File: src/rtl/bwt_len_scan.sv
// bwt_len_scan: streams a terminator-delimited string out of the string RAM
// and reports its length, including the terminator. Reads are pipelined for
// a RAM with RD_LAT cycles of read latency. If no terminator appears within
// MAX_LEN symbols, the block flags an overflow error. A scan can be aborted.
module bwt_len_scan #(
    parameter int DATA_W  = 8,
    parameter int ADDR_W  = 10,
    parameter int MAX_LEN = 1024,
    parameter int TERM    = 36,
    parameter int RD_LAT  = 1
) (
    input  logic              clk,
    input  logic              reset,
    input  logic              start,
    input  logic              abort,
    input  logic [ADDR_W-1:0] base_addr,
    input  logic [DATA_W-1:0] din,
    output logic [ADDR_W-1:0] addr,
    output logic              ren,
    output logic              wen,
    output logic [ADDR_W:0]   len_str,
    output logic              done,
    output logic              err,
    output logic              busy
);

    // The counters are one bit wider than the address so that MAX_LEN = 2**ADDR_W fits.
    localparam logic [ADDR_W:0]   LP_MAX  = (ADDR_W+1)'(MAX_LEN);
    localparam logic [ADDR_W:0]   LP_ONE  = (ADDR_W+1)'(1);
    localparam logic [DATA_W-1:0] LP_TERM = DATA_W'(TERM);

    typedef enum logic [1:0] {
        S_IDLE = 2'd0,
        S_SCAN = 2'd1,
        S_DONE = 2'd2
    } state_t;

    state_t            r_state;
    state_t            w_state_nxt;

    logic [ADDR_W-1:0] r_addr;
    logic              r_ren;
    logic [ADDR_W:0]   r_len;
    logic              r_done;
    logic              r_err;
    logic              r_busy;

    // r_issue_cnt counts the reads that have been issued.
    // r_chk_cnt counts the returned symbols that have been checked and did not match.
    logic [ADDR_W:0]   r_issue_cnt;
    logic [ADDR_W:0]   r_chk_cnt;

    // One bit per read in flight. Bit RD_LAT-1 marks that din holds the data for a read.
    logic [RD_LAT-1:0] r_vld_p;

    logic              w_chk_vld;
    logic              w_hit;
    logic              w_last;
    logic              w_issue_more;
    logic              w_scan_end;

    // ---- check stage: the returned symbol meets the oldest read in flight ----
    assign w_chk_vld    = r_vld_p[RD_LAT-1];
    assign w_hit        = w_chk_vld && (din == LP_TERM);
    assign w_last       = w_chk_vld && !w_hit && ((r_chk_cnt + LP_ONE) == LP_MAX);
    assign w_issue_more = (r_issue_cnt < LP_MAX);
    assign w_scan_end   = abort || w_hit || w_last;

    // State register
    always_ff @(posedge clk or negedge reset) begin
        if (!reset) begin
            r_state <= S_IDLE;
        end else begin
            r_state <= w_state_nxt;
        end
    end

    // Next-state logic. In SCAN, abort takes priority over a terminator match.
    always_comb begin
        w_state_nxt = r_state;
        case (r_state)
            S_IDLE: begin
                if (start) begin
                    w_state_nxt = S_SCAN;
                end
            end
            S_SCAN: begin
                if (abort) begin
                    w_state_nxt = S_IDLE;
                end else if (w_hit || w_last) begin
                    w_state_nxt = S_DONE;
                end
            end
            S_DONE: begin
                w_state_nxt = S_IDLE;
            end
            default: begin
                w_state_nxt = S_IDLE;
            end
        endcase
    end

    // Read issue, valid pipe, check counter and registered outputs
    always_ff @(posedge clk or negedge reset) begin
        if (!reset) begin
            r_addr      <= '0;
            r_ren       <= 1'b0;
            r_len       <= '0;
            r_done      <= 1'b0;
            r_err       <= 1'b0;
            r_busy      <= 1'b0;
            r_issue_cnt <= '0;
            r_chk_cnt   <= '0;
            r_vld_p     <= '0;
        end else begin
            r_done <= 1'b0;
            case (r_state)
                S_IDLE: begin
                    // The first read goes out on the same edge that accepts start.
                    if (start) begin
                        r_addr      <= base_addr;
                        r_ren       <= 1'b1;
                        r_issue_cnt <= LP_ONE;
                        r_chk_cnt   <= '0;
                        r_err       <= 1'b0;
                        r_busy      <= 1'b1;
                        r_vld_p     <= '0;
                    end
                end
                S_SCAN: begin
                    if (w_scan_end) begin
                        // Reads still in flight are dropped by clearing the pipe.
                        r_ren   <= 1'b0;
                        r_busy  <= 1'b0;
                        r_vld_p <= '0;
                        if (!abort) begin
                            r_done <= 1'b1;
                            if (w_hit) begin
                                r_len <= r_chk_cnt + LP_ONE;
                                r_err <= 1'b0;
                            end else begin
                                r_len <= LP_MAX;
                                r_err <= 1'b1;
                            end
                        end
                    end else begin
                        // ---- issue stage: the read presented this cycle enters the pipe ----
                        r_vld_p[0] <= r_ren;
                        for (int i = 1; i < RD_LAT; i++) begin
                            r_vld_p[i] <= r_vld_p[i-1];
                        end
                        if (w_issue_more) begin
                            r_ren       <= 1'b1;
                            r_addr      <= r_addr + ADDR_W'(1);
                            r_issue_cnt <= r_issue_cnt + LP_ONE;
                        end else begin
                            r_ren <= 1'b0;
                        end
                        if (w_chk_vld) begin
                            r_chk_cnt <= r_chk_cnt + LP_ONE;
                        end
                    end
                end
                default: begin
                    r_ren   <= 1'b0;
                    r_busy  <= 1'b0;
                    r_vld_p <= '0;
                end
            endcase
        end
    end

    assign addr    = r_addr;
    assign ren     = r_ren;
    assign wen     = 1'b0;
    assign len_str = r_len;
    assign done    = r_done;
    assign err     = r_err;
    assign busy    = r_busy;

endmodule

File: config.mk
export PLATFORM = sky130hd
export DESIGN_NAME = bwt_len_scan
export DESIGN_NICKNAME = d
export VERILOG_FILES = /design/src/rtl/bwt_len_scan.sv
export SDC_FILE = /design/constraint.sdc
export NUM_CORES = 1
export LEC_CHECK = 0
export CAP_MARGIN = 20
export CORE_MARGIN = 1.5
export CORE_UTILIZATION = 40
export CTS_BUF_LIST = sky130_fd_sc_hd__clkbuf_4 sky130_fd_sc_hd__clkbuf_8
export DETAILED_ROUTE_END_ITERATION = 8
export PLACE_DENSITY = 0.73
export SLEW_MARGIN = 20
export SYNTH_ARGS = -nofsm -noshare
export SYNTH_HDL_FRONTEND = slang
export SYNTH_SLANG_ARGS = --single-unit
export TNS_END_PERCENT = 100
File: constraint.sdc
create_clock -name clk -period 3.9 [get_ports clk]
set_input_delay 0.585 -clock clk [delete_from_list [all_inputs] [get_ports clk]]
set_output_delay 0.585 -clock clk [all_outputs]
set_load 0.05 [all_outputs]
# Word level (Yosys, flattened, before mapping)
# Index checks and enable logic that the tools add are counted.
totals:
  register_bits: 50
  latch_bits: 0
  ramBits: 0
  rom_bits: 0
  input_bits: 22
  output_inout_bits: 26
  n_memories: 0
op_classes:
  add_sub_neg: 3
  mul: 0
  div: 0
  order_cmp: 1
  n_eq_ne: 10
  shift: 0
  n_mux: 33
  bitwise: 1
  reduce_logical: 15
op_table:
  columns: ["cell", "count"]
  rows:
  - ["$mux 11", 7]
  - ["$pmux 11 s2", 2]
  - ["$mux 10", 3]
  - ["$add 11x1->11 const B", 2]
  - ["$pmux 10 s2", 1]
  - ["$mux 1", 12]
  - ["$ne 2x2->1 const B", 6]
  - ["$reduce_and 4->1", 3]
  - ["$eq 11x11->1 const B", 1]
  - ["$lt 11x11->1 const B", 1]
  - ["$add 10x1->10 const B", 1]
  - ["$eq 8x6->1 const B", 1]
  - ["$pmux 1 s2", 4]
  - ["$mux 2", 3]
  - ["$pmux 2 s2", 1]
  - ["$reduce_and 2->1", 2]
  - ["$logic_and 1x1->1", 3]
  - ["$logic_or 1x1->1", 3]
  - ["$ne 3x3->1 const B", 1]
  - ["$reduce_and 3->1", 1]
  - ["$eq 2x1->1 const B", 1]
  - ["$logic_not 2->1", 1]
  - ["$reduce_bool 2->1", 1]
  - ["$logic_not 1->1", 1]
  - ["$not 1->1", 1]

# Longest topological paths before layout
depth:
  depth_word: 9
  mapped_depth: 10
  ltp_nobuf: 8

# Least setup slack after synthesis
# OpenSTA, ideal clock, no wires.
synth_path:
  kind: "register -> register"
  from: "register r_chk_cnt[0]"
  to: "register r_chk_cnt[6]"
  setup_time_ps: 118
  t_arrival_ps: 2437
  t_required_ps: 3782
  slack_ps: 1345
  stages_incl_launch_ff: 10
  n_path_buf: 2
  period_less_slack_ps: 2555
  cell_sequence: "dfrtp_1 > ha_1 > buf_2 > or4b_1 > a2111o_1 > o2bb2ai_2 > o21ai_2 > buf_4 > o31ai_1 > a21o_1"
synth_between:
  elab_chain_cells: 6
synth_lines:
  columns: ["element", "line", "text"]
  rows:
  - ["from (decl)", "51", "logic [ADDR_W:0] r_chk_cnt;"]
  - ["from (signal assigned)", "160", "r_chk_cnt <= r_chk_cnt + LP_ONE;"]
  - ["$add 11x1->11 (*)", "65, 160", null]
  - ["$eq 11x11->1", "65", "assign w_last = w_chk_vld && !w_hit && ((r_chk_cnt + LP_ONE) == LP_MAX);"]
  - ["$logic_and 1x1->1", "65", null]
  - ["$logic_or 1x1->1", "67", "assign w_scan_end = abort || w_hit || w_last;"]
  - ["$ne 2x2->1 (no line)", null, null]
  - ["$reduce_and 4->1 (no line)", null, null]
# Every way passes the cells marked *; elsewhere a longest branch is shown, timed or not. The select of a mux whose other input is x is not followed.
# A chain may end at the register's enable or synchronous reset.

# Worst setup path in the final report
layout_path:
  from: "input port din[4]"
  to: "register r_issue_cnt[6]"
layout_between:
  elab_chain_cells: 8
layout_lines:
  columns: ["element", "line", "text"]
  rows:
  - ["from (decl)", "17", "input logic [DATA_W-1:0] din,"]
  - ["$eq 8x6->1 (*)", "64", "assign w_hit = w_chk_vld && (din == LP_TERM);"]
  - ["$logic_and 1x1->1 (*)", "64", null]
  - ["$logic_not 1->1", "65", null]
  - ["$logic_and 1x1->1 (2 in a row)", "65", null]
  - ["$logic_or 1x1->1 (*)", "67", null]
  - ["$ne 2x2->1 (no line) (*)", null, null]
  - ["$reduce_and 4->1 (no line) (*)", null, null]
  - ["to (signal assigned)", "155", "r_issue_cnt <= r_issue_cnt + LP_ONE;"]
  - ["to (decl)", "50", "logic [ADDR_W:0] r_issue_cnt;"]
# Every way passes the cells marked *; elsewhere a longest branch is shown, timed or not.

==> results by group <==
Status
  – Outcome: finished, final reports clean

Worst hold path
  – Hold Crit Class: input port to async pin

Worst setup path
  – CP Capture Type: flop
  – Worst path cell trace: clkdlybuf4s50_1 -> or4b_1 -> o2111a_1 -> and4_1 -> a31oi_1 -> a31o_2 -> a21oi_1
  – Crit Reg-Reg Startpoint: r_chk_cnt[0]
  – Critical path required time: 4.07 ns
  – Worst r2r dst: r_chk_cnt[8]
  – Crit path buf inv count: 1
  – Slowest Stage Delay on Critical Path: ~0.73 ns
  – Crit path max-delay family: compound AO/OA/AOI/OAI gates
  – Critical path depth: 7
  – R2R Setup Slk: between 0.9 and 1 ns
  – CP max-delay cell: a31oi_1
  – Crit path DAT: roughly 3.2 ns
  – CP Max Fanout: 11
  – Worst Setup Path Type: input port to flop
  – Crit start category: input port
  – Worst R2R Path Depth: 7

Floorplan
  – I/O pins: 48
  – Core Area: approximately 7200 um2
  – Initial core utilization: 0.411
  – Area of the die: slightly below 8000 um2
  – Chip width: just under 90 um
  – Site Rows: 31
  – Die Y: 88.9 um

Timing
  – Minimum clock period: slightly above 3 ns
  – Setup tns final: 0 ns
  – Worst Tran Pin Value: between 0.8 and 0.9 ns
  – Crit share post-route: 0.774
  – Maximum clock rate: between 0.3 and 0.4 GHz
  – Slew Viols, Final: 0
  – Final setup viols: 0
  – Hold Vio Cnt, Final: 0
  – RSZ-0062 raised after global routing: no
  – Setup Skew: approximately 0.0038 ns
  – Worst relative slew slack: 0.418

Placed design
  – Post-DP Area: 3440 um2
  – PortBufs: 46
  – GPL Wtd Cong: between 0.8 and 0.9
  – Post-DP HPWL: between 4000 and 5000 um

Synth
  – Cells after synthesis: ~310
  – Syn. warnings: 0
  – Yosys top cell area share: 0.424
  – Post-synthesis adder-cell area fraction: 0.0170
  – Sequential area share after synthesis: 0.424
  – Area leader, netlist: dfrtp_1
  – Top_reg_cell synth: dfrtp_1
  – XOR/XNOR Fraction of Synth Area: 0.0178
  – Mux share of post-synthesis cell area: 0.0106
  – Synth top area cells: dfrtp_1 42%, nand3_1 4.6%, o2bb2ai_1 3.3%
  – EDFF count, synth: 0
  – Largest family of logic cells by synthesized area: simple AND/OR/NAND/NOR gates
  – Compound-gate portion of the synthesized area: 0.233
  – Yosys cell types: 63
  – Number of synthesized register bits: 50
  – Syn Area/Cell: approximately 9.4 um2
  – Mapped Area: slightly below 3000 um2
  – Synth Area in Simple Gates: 0.246
  – Syn Nets: 340
  – Async S/R FF share, synth: 1.00

Global route
  – GRT Total Usage: 0.186
  – Vias in the first global route: around 2,300
  – Initial antenna violation count: 0
  – Largest net degree at the start of global routing: 37
  – Met2 Usage GRT: 0.293
  – Global-route wire length before repair: 11,400 um
  – Met1 Use GR: 0.265
  – Gr busiest metal: met2
  – Met3 usage: 0.0336
  – Total grt overflow: 0

CTS
  – Clock-pin slew on the worst setup and hold paths: around 0.09 ns
  – CTS Sinks: 50
  – Hold Buf Count CTS: 0
  – Clock buffer depth: 2
  – Root Buffer: clkbuf_8
  – Clock latency on the worst-skew pair: roughly 0.31 ns
  – H-tree depth: 2
  – CTS-repair resized insts: 0
  – CTS buffer count: 5
  – CTS tree: built
  – Post-CTS Setup Repair Bufs: 0

Finish
  – Final nets: 375
  – P&R area growth vs syn: 20.4%
  – Commonest non-fill, non-tap cell in the layout: dfrtp_1
  – Ant diodes: 0
  – Post-route cell area: ~3600 um2
  – Area of the multi-input gates: between 1500 and 2000 um2
  – Most frequent cells in the layout: 50 x dfrtp_1, 45 x clkdlybuf4s50_1, 27 x nand3_1
  – Fillers: 664
  – Reg area: about 1300 um2
  – Layout cells sized above 1: 0.0743

Detailed routing
  – Via density: slightly below 6
  – Initial drt markers: between 200 and 250
  – DRC: 0
  – Antenna-violating nets left: 0
  – Vias post-DR: 2,624
  – Drt total wl: around 7100 um
  – Routed length per instance: about 16 um
  – DR pass1 iterations: 4

Power
  – LEAKAGE: between 1 and 1.5 nW
  – Pwr dens: ~530 nW/um2
  – VDD IR max: 0.000217 V

Flow run
  – Number of max-cap violations: 0
==> metrics by stage <==
| stage | instances | setup WS [ns] | power, mW | utilization | hold slack [ns] |
|---|---|---|---|---|---|
| global placement | 441 | 0.647 | 1.48 | 0.479 | 0.472 |
| detailed placement | 441 | 0.577 | 1.50 | 0.479 | 0.473 |
| CTS | 449 | 0.894 | 1.88 | 0.495 | 0.403 |
| global route | 449 | 0.685 | 1.98 | 0.495 | 0.430 |
| finish | 449 | 0.879 | 1.87 | 0.495 | 0.353 |
| floorplan | 314 | 1.35 | 1.28 | - | 0.289 |
==> routing by layer <==
metal  routed length, um  vias to the layer above
li1                    -                     1251
met1                3260                     1260
met2                3190                      108
met3                 532                        5
met4                  75                        0
met5                   0                        -
==> registers in the layout, indices dropped and copies added (netlist names) <==
signal       count
len_str         11
r_chk_cnt       11
r_issue_cnt     11
addr            10
r_state          2
busy             1
done             1
err              1
r_vld_p          1
ren              1
==> how the worst max path moves through the flow <==
stage | start | slack [ns] | end
after floorplan | r_chk_cnt[0] | 1.35 | r_chk_cnt[6]
after global placement | din[4] | 0.65 | r_issue_cnt[6]
after detailed placement | din[4] | 0.58 | r_issue_cnt[6]
after CTS | din[4] | 0.89 | r_issue_cnt[6]
after global routing | din[4] | 0.69 | r_issue_cnt[6]
final | din[4] | 0.88 | r_issue_cnt[6]
==> Yosys cell counts, types with 9 or more instances <==
| cell type | n |
|---|---|
| a21oi_1 | 13 |
| clkbuf_1 | 9 |
| dfrtp_1 | 50 |
| inv_1 | 11 |
| nand2_1 | 23 |
| nand3_1 | 27 |
| nand4_1 | 12 |
| nor2_1 | 13 |
| nor3_1 | 13 |
| o21ai_0 | 17 |
| o2bb2ai_1 | 11 |
| or3_1 | 9 |
==> cell families after synthesis <==
logic type,Yosys count
simple gates,129
flops,50
other cells,1
xor+xnor,6
compound gates,90
buf+inv,31
mux,3
fa+ha+maj,4
==> where the power goes <==
group	total (mW)	internal, mW	switching [mW]
sequential	0.758	0.611	0.147
clock	0.378	0.206	0.172
combinational	0.735	0.273	0.462
==> area by class of cell <==
type | instances | share of cell area
Sequential cell | 50 | 0.352
Multi-Input combinational cell | 233 | 0.437
Tap cell | 99 | 0.0349
Timing Repair Buffer | 48 | 0.132
Clock buffer | 7 | 0.0236
Inverter | 11 | 0.0116
Clock inverter | 1 | 0.00845
Power figures use the tool's default switching activity.
==> RTL change (same flow settings) <==
Put one more register stage on the output `len_str`. The value now appears one clock later. The other outputs are not delayed to match.
--- a/src/rtl/bwt_len_scan.sv
+++ b/src/rtl/bwt_len_scan.sv
@@ -173,7 +173,9 @@
     assign addr    = r_addr;
     assign ren     = r_ren;
     assign wen     = 1'b0;
-    assign len_str = r_len;
+    always_ff @(posedge clk) begin
+        len_str <= r_len;
+    end
     assign done    = r_done;
     assign err     = r_err;
     assign busy    = r_busy;
Behaviour: not the same (a bounded check fails within 4 cycles, from zero or initial values and one cycle with reset low).
==> RTL change against the unedited design <==
Routed wire length is 2.5% lower. Cell area increased by 6.3%. Synthesized area up 3.2%. Largest power group unchanged. Sequential cell count is 11 higher. First-iteration DRC count down 26%. Total power up 16%. Die area up 3.1%. Combinational power down 6.8%. Worst setup slack worse by 43 ps. Critical path depth rose by 1.
==> RTL change: results (changes against the unedited design) <==
[run_status]
status=finished, final reports clean

[synth]
synth_xor_area_share_pct=4.32  ; +2.5 points
ys_seq_area_share_pct=48.3  ; +5.9 points
synth_compound_area_share_pct=20.4  ; -2.9 points
synthTopCellsByArea=dfrtp_1 (41%), dfxtp_1 (7.2%), a21oi_1 (4.8%)
async_flop_share_pct=82.0  ; -18 points
synth.area.mux_share_pct=1.64  ; +0.58 points
synth_fa_ha_area_share_pct=1.64  ; -0.052 points
syn-num-nets=341  ; +0.29%

[critical_path]
cp.arrival_ps=3300  ; +100 ps
cpPeakStageDelay_ps=500  ; -230 ps
worstPathMaxFanout=23  ; +12

[layout]
final-nonclk-buf-share_pct=12.7  ; -0.59 points
nMultiInputCombCells=223  ; -4.3%
nFillCells=695  ; +4.7%
nNetsFinal=382  ; +1.9%
sh_seq_area_pct=39.0  ; +3.7 points
n_all_inverters=12  ; +1
multi_input_area_mm2=0.00143  ; -8.0%
drive_gt1_share_pct=8.33  ; +0.90 points
clkCellAreaFrac_pct=6.13  ; +2.9 points

[clock_network]
cts.sinks=61  ; +22%
cts_max_level=3  ; +1
insertion_delay_ps=340  ; +30 ps
clkTransAtPathRegs_ps=70  ; -20 ps
cts_made_buffers=9  ; +4

[global_route]
grt_usage_pct=18.1  ; -0.50 points
grt_max_degree=42  ; +14%
grt_pass1_wl_um=11900  ; +4.9%

[power]
peakVddDrop_mv=0.361  ; +66%
switchingPower_uw=792  ; +1.3%
p_comb_share_pct=31.5  ; -7.8 points

[routing]
vias=2513  ; -4.2%
drt-wirelength-per-cell_um=15.0  ; -4.6%
drt_iter0_markers=169  ; -26%

[placement]
place_hpwl_um=4780  ; -3.1%

[timing]
skew_ps=6.66  ; +2.89 ps

RTL change: final timing paths:
path,startpoint,end,slack (ps)
worst max register to register,r_chk_cnt[0],r_len[2],840
worst min register to register,r_len[2],len_str[2],370
worst max-delay path,r_chk_cnt[0],r_len[2],840
max in group asynchronous,reset,addr[7],3010
worst min-delay path,reset,r_len[4],90
min in group clk,r_len[2],len_str[2],370
RTL change: metrics by stage:
stage / setup slack, ps / power, uW / hold slack [ps] / cell area [um^2] / std cells
after floorplan: 1500 / 1280 / 289 / 3040 / 315
after global placement: 859 / 1510 / 360 / 3550 / 444
after detailed placement: 735 / 1510 / 359 / 3550 / 444
after CTS: 858 / 2190 / 74.3 / 3780 / 459
after global routing: 586 / 2290 / 88.6 / 3780 / 459
final: 836 / 2170 / 85.8 / 3780 / 459
RTL change: routing by layer:
layer | track usage, % | wire [um] | share of wire [%]
met5 | 0 | 0 | 0
met4 | 8.47 | 182 | 2.6
met3 | 4.82 | 318 | 4.6
met2 | 29.5 | 3200 | 46
met1 | 22.4 | 3190 | 46
